===== src/rtl/knight_pkg.sv =====
// Shared types and constants for the knight_scan LED scanner.
package knight_pkg;

   typedef enum logic {
      UP   = 1'b0,
      DOWN = 1'b1
   } knight_dir_t;

   localparam logic KNIGHT_BOUNCE = 1'b0;
   localparam logic KNIGHT_WRAP   = 1'b1;

endpackage


===== src/rtl/knight_prescale.sv =====
// Step-rate divider for knight_scan: one tick every DIV enabled cycles.
module knight_prescale #(
   parameter int DIV = 1
) (
   input  logic ck,
   input  logic res_n,
   input  logic en,
   output logic tick
);

   localparam int CW = (DIV > 1) ? $clog2(DIV) : 1;
   localparam logic [CW-1:0] LAST = CW'(DIV - 1);

   logic [CW-1:0] cnt;

   // A partial count survives en dropping, so the next step lands where it would have.
   always_ff @(posedge ck or negedge res_n) begin
      if (!res_n) begin
         cnt <= '0;
      end else if (en) begin
         cnt <= (cnt == LAST) ? '0 : cnt + CW'(1);
      end
   end

   // Gated by res_n so the strobe is quiet the moment reset asserts.
   assign tick = en && res_n && (cnt == LAST);

endmodule


===== src/rtl/knight_scan.sv =====
// Parametrised bounce/wrap LED scanner; define KNIGHT_SCAN_TRAIL_EN to light
// the TRAIL-1 most recent head positions behind the head.
module knight_scan
   import knight_pkg::*;
#(
   parameter  int WIDTH = 8,
   parameter  int DIV   = 1,
   parameter  int TRAIL = 3,
   localparam int PW    = $clog2(WIDTH)
) (
   input  logic             ck,
   input  logic             res_n,
   input  logic             en,
   input  logic             mode,
   output logic [WIDTH-1:0] out,
   output logic [PW-1:0]    pos,
   output logic             dir,
   output logic             tick
);

   localparam logic [PW-1:0] LAST    = PW'(WIDTH - 1);
   localparam logic [PW-1:0] LAST_M1 = PW'(WIDTH - 2);
   localparam logic [PW-1:0] ONE     = PW'(1);

   knight_dir_t     state, state_nx;
   logic [PW-1:0]   pos_nx;
   logic [WIDTH-1:0] trail_mask;

   knight_prescale #(.DIV(DIV)) u_prescale (
      .ck    (ck),
      .res_n (res_n),
      .en    (en),
      .tick  (tick)
   );

   always_ff @(posedge ck or negedge res_n) begin
      if (!res_n) begin
         state <= UP;
         pos   <= '0;
      end else begin
         state <= state_nx;
         pos   <= pos_nx;
      end
   end

   // Wrap keeps the direction; bounce turns at the ends, including a head left
   // sitting on an end lamp by an earlier mode switch.
   always_comb begin
      state_nx = state;
      pos_nx   = pos;
      if (tick) begin
         if (mode == KNIGHT_WRAP) begin
            if (state == UP) pos_nx = (pos == LAST) ? '0 : pos + ONE;
            else             pos_nx = (pos == '0) ? LAST : pos - ONE;
         end else if (state == UP) begin
            if (pos == LAST) begin
               pos_nx   = LAST_M1;
               state_nx = DOWN;
            end else if (pos >= LAST_M1) begin
               pos_nx   = LAST;
               state_nx = DOWN;
            end else begin
               pos_nx   = pos + ONE;
            end
         end else begin
            if (pos <= ONE) begin
               pos_nx   = '0;
               state_nx = UP;
            end else begin
               pos_nx   = pos - ONE;
            end
         end
      end
   end

`ifdef KNIGHT_SCAN_TRAIL_EN
   localparam int   HN = (TRAIL > 1) ? TRAIL - 1 : 1;
   localparam logic HV = (TRAIL > 1);

   logic [PW-1:0] hist_pos [HN];
   logic [HN-1:0] hist_vld;

   // Entry 0 is the most recent previous head; only reset clears the history.
   always_ff @(posedge ck or negedge res_n) begin
      if (!res_n) begin
         for (int i = 0; i < HN; i++) hist_pos[i] <= '0;
         hist_vld <= '0;
      end else if (tick) begin
         hist_pos[0] <= pos;
         hist_vld[0] <= HV;
         for (int i = 1; i < HN; i++) begin
            hist_pos[i] <= hist_pos[i-1];
            hist_vld[i] <= hist_vld[i-1];
         end
      end
   end

   always_comb begin
      trail_mask = '0;
      for (int i = 0; i < HN; i++) begin
         if (hist_vld[i]) trail_mask[hist_pos[i]] = 1'b1;
      end
   end
`else
   assign trail_mask = '0;
`endif

   always_comb begin
      out      = trail_mask;
      out[pos] = 1'b1;
   end

   assign dir = state;

endmodule


===== config.mk =====
export PLATFORM = sky130hd
export DESIGN_NAME = knight_scan
export DESIGN_NICKNAME = d
export VERILOG_FILES = /design/src/rtl/knight_pkg.sv /design/src/rtl/knight_prescale.sv /design/src/rtl/knight_scan.sv
export SDC_FILE = /design/constraint.sdc
export NUM_CORES = 1
export LEC_CHECK = 0
export ABC_AREA = 1
export CORE_AREA = 2 2 39 41
export CTS_BUF_LIST = sky130_fd_sc_hd__clkbuf_8
export CTS_CLUSTER_DIAMETER = 150
export CTS_CLUSTER_SIZE = 10
export DETAILED_ROUTE_END_ITERATION = 7
export DIE_AREA = 0 0 41 43
export PLACE_DENSITY = 0.73
export SYNTH_ARGS = -nofsm -noshare
export SYNTH_HDL_FRONTEND = slang
export SYNTH_SLANG_ARGS = --single-unit

===== constraint.sdc =====
create_clock -name ck -period 1.75 [get_ports ck]
set_input_delay 0.525 -clock ck [delete_from_list [all_inputs] [get_ports ck]]
set_output_delay 0.525 -clock ck [all_outputs]
set_load 0.02 [all_outputs]

==> impl_summary.txt, run 1 <==
----------------------------------------------------
[STA]
  Actual slew at the worst max-slew pin ... roughly 0.21 ns
  Final setup viols ... 0
  Setup TNS ... 0 ns
  Fmax ... 0.590 GHz
  RSZ-0062 raised after global routing ... false
  Max-slew violation count ... 0
  Hold slack final ... 0.250 ns
  Min Tclk post-route ... around 1.7 ns
  Max transition margin ... 85.7%
  Worst-case clock skew ... between 0.005 and 0.006 ns
  Share of the clock period used by the worst path after layout ... between 90% and 100%
  Final Hold Violating Endpoints ... 0

[Placement]
  Final Wtd Congestion ... a little under 0.9
  Number of I/O port buffers ... 16
  Cell total after placement ... about 120
  Detailed placement HPWL ... ~1.0 mm

[Critical path]
  Worst EP required ... 1.22 ns
  Cells traversed along the worst timing path ... clkdlybuf4s50_1
  Kind of start point of the critical path ... register
  Setup CP Type ... reg2out
  Delay of the slowest cell on the worst path ... 0.61 ns
  Buf/Inv on CP ... 1
  Internal reg-to-reg setup slack ... about 0.13 ns
  Cell type of the slowest stage on the worst timing path ... sky130_fd_sc_hd__clkdlybuf4s50_1
  Crit path capture type ... primary output
  Critical path's top delay family ... buffers and inverters
  Maximum fanout count along the critical path ... 2
  Data arrival time of the critical path ... between 1 and 1.5 ns

[Power and ir drop]
  Pwr Total ... around 1.4 mW
  Relative contribution of sequential cells to total power ... 14.1%
  Logic pwr share ... between 70% and 80%
  Power density normalized to cell area ... around 1800 nW/um^2
  Leakage power summed over all cells ... ~0.45 nW
  Fraction of power spent switching nets ... 48.4%
  Internal power component ... a little over 0.7 mW
  Share of power burned in the clock network ... between 10% and 20%
  IR drop worst, VDD ... between 0.0008 and 0.0009 V
  Switching component of the power ... roughly 0.67 mW

[Synth]
  Portion of synthesized cell area occupied by the leading cell type ... between 20% and 30%
  Number of enable-type register cells in the synthesized netlist ... 0
  Most common library cells after synthesis ... sky130_fd_sc_hd__nand2_1 (26), sky130_fd_sc_hd__nor2_1 (13), sky130_fd_sc_hd__ha_1 (6), sky130_fd_sc_hd__inv_1 (6)
  Gate Count Post-Synth ... 76
  Most common cell in the synthesized netlist ... sky130_fd_sc_hd__nand2_1
  Summed instance area of the synthesized netlist ... approximately 460 um^2
  Distinct cell type count of the synthesized netlist ... 15
  Sequential area share after synthesis ... between 20% and 30%
  FFs w/ async S/R, synth ... 100%
  Top cells by area, synth ... sky130_fd_sc_hd__dfrtp_1 (22%), sky130_fd_sc_hd__nand2_1 (21%), sky130_fd_sc_hd__ha_1 (16%)
  Leading register cell type out of synthesis ... sky130_fd_sc_hd__dfrtp_1
  Library cell with the largest summed area after synthesis ... sky130_fd_sc_hd__dfrtp_1
  Average instance area after synthesis ... about 6 um^2
  Net count after synthesis ... 86
  Number of warnings issued by yosys ... 0
  Number of synthesized register bits ... 4

[Run status]
  Result of the run ... finished clean

[Min path]
  Kind of path behind the tightest hold check ... in2async

[GRT]
  Sum of overflow across all layers after global routing ... 0
  Maximum number of pins on one net before global-route repair ... 8
  Initial antenna violation count ... 0
  First-pass GRT wire length ... 2.30 mm
  Aggregate global-route resource usage ... between 15 and 20%
  Vias in the first global route ... 537

[Final layout]
  Area occupied by registers ... just over 100 um^2
  Fin nets ... ~120
  Antenna cell count ... 0
  Layout filler cell count ... 155
  Area of combinational cells with multiple inputs ... around 340 um^2
  Share of layout cells above drive strength 1 ... approximately a third
  Final std cells w/o fill ... 125
  Syn-to-layout area delta ... 70.4%

[CTS]
  Number of setup buffers added after CTS ... 0
  Level count of the clock H-tree ... 1
  Worst-case clock buffer depth ... 2
  Clock sink count ... 4
  Clock transition time at the flip-flop clock pins of the worst setup and hold paths ... 0.03 ns
  Root buffer selected by CTS ... sky130_fd_sc_hd__clkbuf_8
  CTS tree ... done
  Clk_lat worst skew ... 0.22 ns
  Inserted Clock Buffers ... 3

[Floorplanning]
  # IOs ... 17
  Die span in y ... 43 um
  Core footprint ... about 1400 um^2
  Initial Util ... 33.0%
  Standard-cell row count ... 14
  Die outline width ... just over 40 um
  Die footprint ... 1760 um^2

[Routing]
  Number of remaining DRC errors ... 0
  Initial DRT Pass Iterations ... 4
  Average via count per standard cell ... 4.66
  Routed Antenna Nets ... 0
  DRT iter0 DRCs ... 5
  Post-Route WL ... 1.24 mm
  Vias after detailed routing ... slightly below 600
  WL per Instance ... 9.92 um

[Flow run]
  Maxcap violations ... 0

----------------------------------------------------
stage by stage:
stage               cell area, um^2  worst slack, ns  utilization, %
floorplan                       457          -0.0416               -
global placement                744           -0.507            53.8
detailed placement              744           -0.511            53.8
CTS                             788          -0.0277            57.0
global route                    778          0.00651            56.2
finish                          778           0.0565            56.2
layer usage:
layer | wire, um | track usage (%) | part of all wire [%] | vias to the layer above
li1 | - | - | - | 306
met5 | 0 | 0 | 0 | -
met3 | 70 | 3.14 | 5.6 | 2
met4 | 14 | 10.0 | 1.1 | 0
met1 | 523 | 24.0 | 42 | 252
met2 | 631 | 30.0 | 51 | 23
path summary, 6_finish.rpt:
| kind | startpoint | to | cells after the start |
|---|---|---|---|
| min | res_n | dir | 2 |
| min reg2reg | dir | dir | 3 |
| max in group asynchronous | res_n | pos[0] | 2 |
| max | dir | dir | 1 |
| min in group ck | dir | dir | 3 |
| max reg2reg | pos[0] | pos[2] | 11 |
final cells by class:
cell class,count,area share [%]
timing repair buffer,31,31.7
sequential,4,13.3
inverter,8,3.86
tap,16,2.57
clock buffer,3,5.31
multi-input combinational,63,43.2
kinds of logic after synthesis:
| kind of cell | count (synthesis) | synth area share, % |
|---|---|---|
| fa+ha+maj | 6 | 16.4 |
| flops | 4 | 21.9 |
| simple gates | 48 | 43.6 |
| compound gates | 9 | 10.4 |
| buf+inv | 9 | 7.67 |
state kept, by name (all words and copies together), names as in the netlist:
signal and cells:
pos 3, dir 1
power groups by stage:
stage,sequential (mW),clock (mW),combinational [mW]
global placement,0.187,0,1.04
floorplan,0.240,0,0.524
global route,0.208,0.214,1.13
finish,0.196,0.198,0.998
detailed placement,0.188,0,1.06
CTS,0.192,0.202,1.02
timing repair:
item | 4_1_cts | 5_1_grt
endpoints found under the setup margin | 12 | 12
hold buffers | 0 | 0
gates resized for setup | 34 | 16
cells in the final DEF, fill, tap and decap left out, types with 2 or more instances in the layout:
cell type                         Yosys  layout
sky130_fd_sc_hd__o21ai_0              3       3
sky130_fd_sc_hd__nor3_1               4       4
sky130_fd_sc_hd__nor2_1              13      13
sky130_fd_sc_hd__nand2_2              1       2
sky130_fd_sc_hd__dlygate4sd2_1        0       3
sky130_fd_sc_hd__dlymetal6s2s_1       0       2
sky130_fd_sc_hd__nand2_1             26      25
sky130_fd_sc_hd__o21ai_1              3       3
sky130_fd_sc_hd__buf_2                1       4
sky130_fd_sc_hd__buf_4                0      15
sky130_fd_sc_hd__clkbuf_8             0       3
sky130_fd_sc_hd__inv_1                6       4
sky130_fd_sc_hd__dfrtp_2              0       3
sky130_fd_sc_hd__ha_1                 6       5
sky130_fd_sc_hd__a21oi_1              2       2
sky130_fd_sc_hd__inv_2                2       4
sky130_fd_sc_hd__clkbuf_2             0       2
sky130_fd_sc_hd__clkdlybuf4s50_1      0       2
sky130_fd_sc_hd__nand3_1              3       3
(Power assumes the default switching activity.)
==> run 2, diff against run 1 <==
clock period = 1.62 ns   (was 1.75 ns; I/O delays follow)
==> impl_summary.txt, run 2 (same netlist as run 1, synthesis figures left out) <==
----------------------------------------------------
[Run status]
  Result of the run ... finished clean

[Placement]
  Number of I/O port buffers ... 16
  Final Wtd Congestion ... slightly below 0.9
  Cell total after placement ... 122
  Detailed placement HPWL ... slightly above 1 mm

[Final layout]
  Final std cells w/o fill ... 128
  Max reg flops ... 3
  Syn-to-layout area delta ... 85.5%
  Most common cell after layout, fill and taps aside ... sky130_fd_sc_hd__nand2_1
  Register bank with the most flops ... pos
  Share of layout cells above drive strength 1 ... about 45%
  Commonest cells after routing, fill and taps aside ... sky130_fd_sc_hd__nand2_1 (24), sky130_fd_sc_hd__buf_4 (18), sky130_fd_sc_hd__nor2_1 (12)
  Antenna cell count ... 0
  Fin nets ... around 120

[CTS]
  Clock transition time at the flip-flop clock pins of the worst setup and hold paths ... approximately 0.030 ns
  Clock sink count ... 4
  Worst-case clock buffer depth ... 2
  CTS tree ... done
  Clk_lat worst skew ... ~0.22 ns
  Root buffer selected by CTS ... sky130_fd_sc_hd__clkbuf_8
  Level count of the clock H-tree ... 1
  Inserted Clock Buffers ... 3

[Power and ir drop]
  Relative contribution of sequential cells to total power ... between 10% and 20%
  Fraction of power spent switching nets ... 46.8%
  Internal power component ... roughly 0.89 mW
  Switching component of the power ... roughly 0.79 mW
  IR drop worst, VDD ... approximately 0.00093 V
  Logic pwr share ... approximately three quarters
  Share of power burned in the clock network ... roughly an eighth
  Pwr Total ... roughly 1.7 mW
  Power density normalized to cell area ... a little under 2000 nW/um^2
  Leakage power summed over all cells ... 0.472 nW

[GRT]
  Aggregate global-route resource usage ... ~19%
  Maximum number of pins on one net before global-route repair ... 8
  Vias in the first global route ... 544
  Initial antenna violation count ... 0
  Sum of overflow across all layers after global routing ... 0
  First-pass GRT wire length ... about 2.3 mm

[STA]
  Fmax ... 0.619 GHz
  Max-slew violation count ... 0
  Final setup viols ... 0
  Max transition margin ... ~86%
  Worst-case clock skew ... about 0.0062 ns
  RSZ-0062 raised after global routing ... true
  Final Hold Violating Endpoints ... 0
  Share of the clock period used by the worst path after layout ... between 90% and 100%
  Min Tclk post-route ... approximately 1.6 ns
  Actual slew at the worst max-slew pin ... 0.207 ns

[Routing]
  Post-Route WL ... about 1.3 mm
  DRT iter0 DRCs ... 3
  WL per Instance ... approximately 10 um
  Vias after detailed routing ... between 500 and 600
  Routed Antenna Nets ... 0
  Initial DRT Pass Iterations ... 2
  Average via count per standard cell ... 4.62
  Number of remaining DRC errors ... 0

[Floorplanning]
  Die span in y ... about 43 um
  # IOs ... 17
  Die outline width ... about 40 um
  Initial Util ... about a third
  Core footprint ... 1380 um^2
  Die footprint ... 1760 um^2
  Standard-cell row count ... 14

[Min path]
  Kind of path behind the tightest hold check ... in2async

[Critical path]
  Setup CP Type ... reg2out
  Maximum fanout count along the critical path ... 5
  Data arrival time of the critical path ... roughly 1.1 ns
  Worst EP required ... about 1.1 ns
  Kind of start point of the critical path ... register
  Crit path capture type ... primary output

[Flow run]
  Maxcap violations ... 0

----------------------------------------------------
[run 2: cell count changes in the layout (fill, tap and decap cells not counted), moves of 2 or more]
cell | previous run | this run
sky130_fd_sc_hd__ha_1 | 5 | 1
sky130_fd_sc_hd__buf_4 | 15 | 18
sky130_fd_sc_hd__buf_6 | 1 | 4
sky130_fd_sc_hd__ha_2 | 0 | 2
sky130_fd_sc_hd__ha_4 | 1 | 3
[run 2: per-layer routing]
layer	part of all wire (%)	global-route usage, %	wire length [um]	vias to the layer above
met5	0	0	0	-
met4	1.1	10.0	14	0
met3	5.3	3.14	71	2
met2	52	30.6	691	17
met1	41	23.7	550	259
li1	-	-	-	313
[run 2: layout make-up]
cell class | count | area (um^2)
clock buffers | 3 | 41.3
repair buffers | 34 | 273
well taps | 16 | 20.0
flip-flops and latches | 4 | 104
inverters | 8 | 32.5
multi-input cells | 63 | 377
fillers | 143 | 537
[run 2: timing repair]
item,CTS,global route
setup endpoints to repair,15,11
pin swaps,0,6
resized for setup,54,20
hold buffers,0,0
buffers inserted,1,2
endpoints found under the hold margin,0,0
[run 2: worst paths after layout]
| path | slack, ns | from | to | cells after the start |
|---|---|---|---|---|
| max in group asynchronous | 1.29 | res_n | pos[0] | 2 |
| setup / recovery | 0.004 | pos[1] | out[5] | 3 |
| hold / removal | 0.21 | res_n | dir | 2 |
| min in group ck | 0.65 | pos[0] | pos[0] | 3 |
| hold reg to reg | 0.65 | pos[0] | pos[0] | 3 |
| setup reg to reg | 0.09 | pos[1] | pos[2] | 11 |
[run 2: power by group through the flow]
| stage | logic, mW | clock network, mW | registers [mW] |
|---|---|---|---|
| finish | 1.26 | 0.213 | 0.211 |
| global route | 1.41 | 0.231 | 0.224 |
| CTS | 1.11 | 0.218 | 0.211 |
| detailed placement | 1.14 | 0 | 0.203 |
| global placement | 1.12 | 0 | 0.202 |
| floorplan | 0.566 | 0 | 0.259 |
[run 2: worst max-delay path, stage by stage (launching register included)]
cell and delay (ns):
sky130_fd_sc_hd__dfrtp_2 0.44, sky130_fd_sc_hd__buf_6 0.13, sky130_fd_sc_hd__nor3_1 0.17, sky130_fd_sc_hd__buf_4 0.17
[run 2: per-stage QoR]
step	setup TNS, ns	area, um^2	hold slack [ns]	worst slack [ns]	utilization (%)
6_report	0	847	0.211	0.00395	61.2
5_1_grt	-0.219	847	0.231	-0.0528	61.2
3_3_place_gp	-2.27	744	0.690	-0.559	53.8
2_1_floorplan	-0.381	457	0.190	-0.133	-
4_1_cts	-0.0807	785	0.549	-0.0797	56.7
3_5_place_dp	-2.39	744	0.687	-0.563	53.8
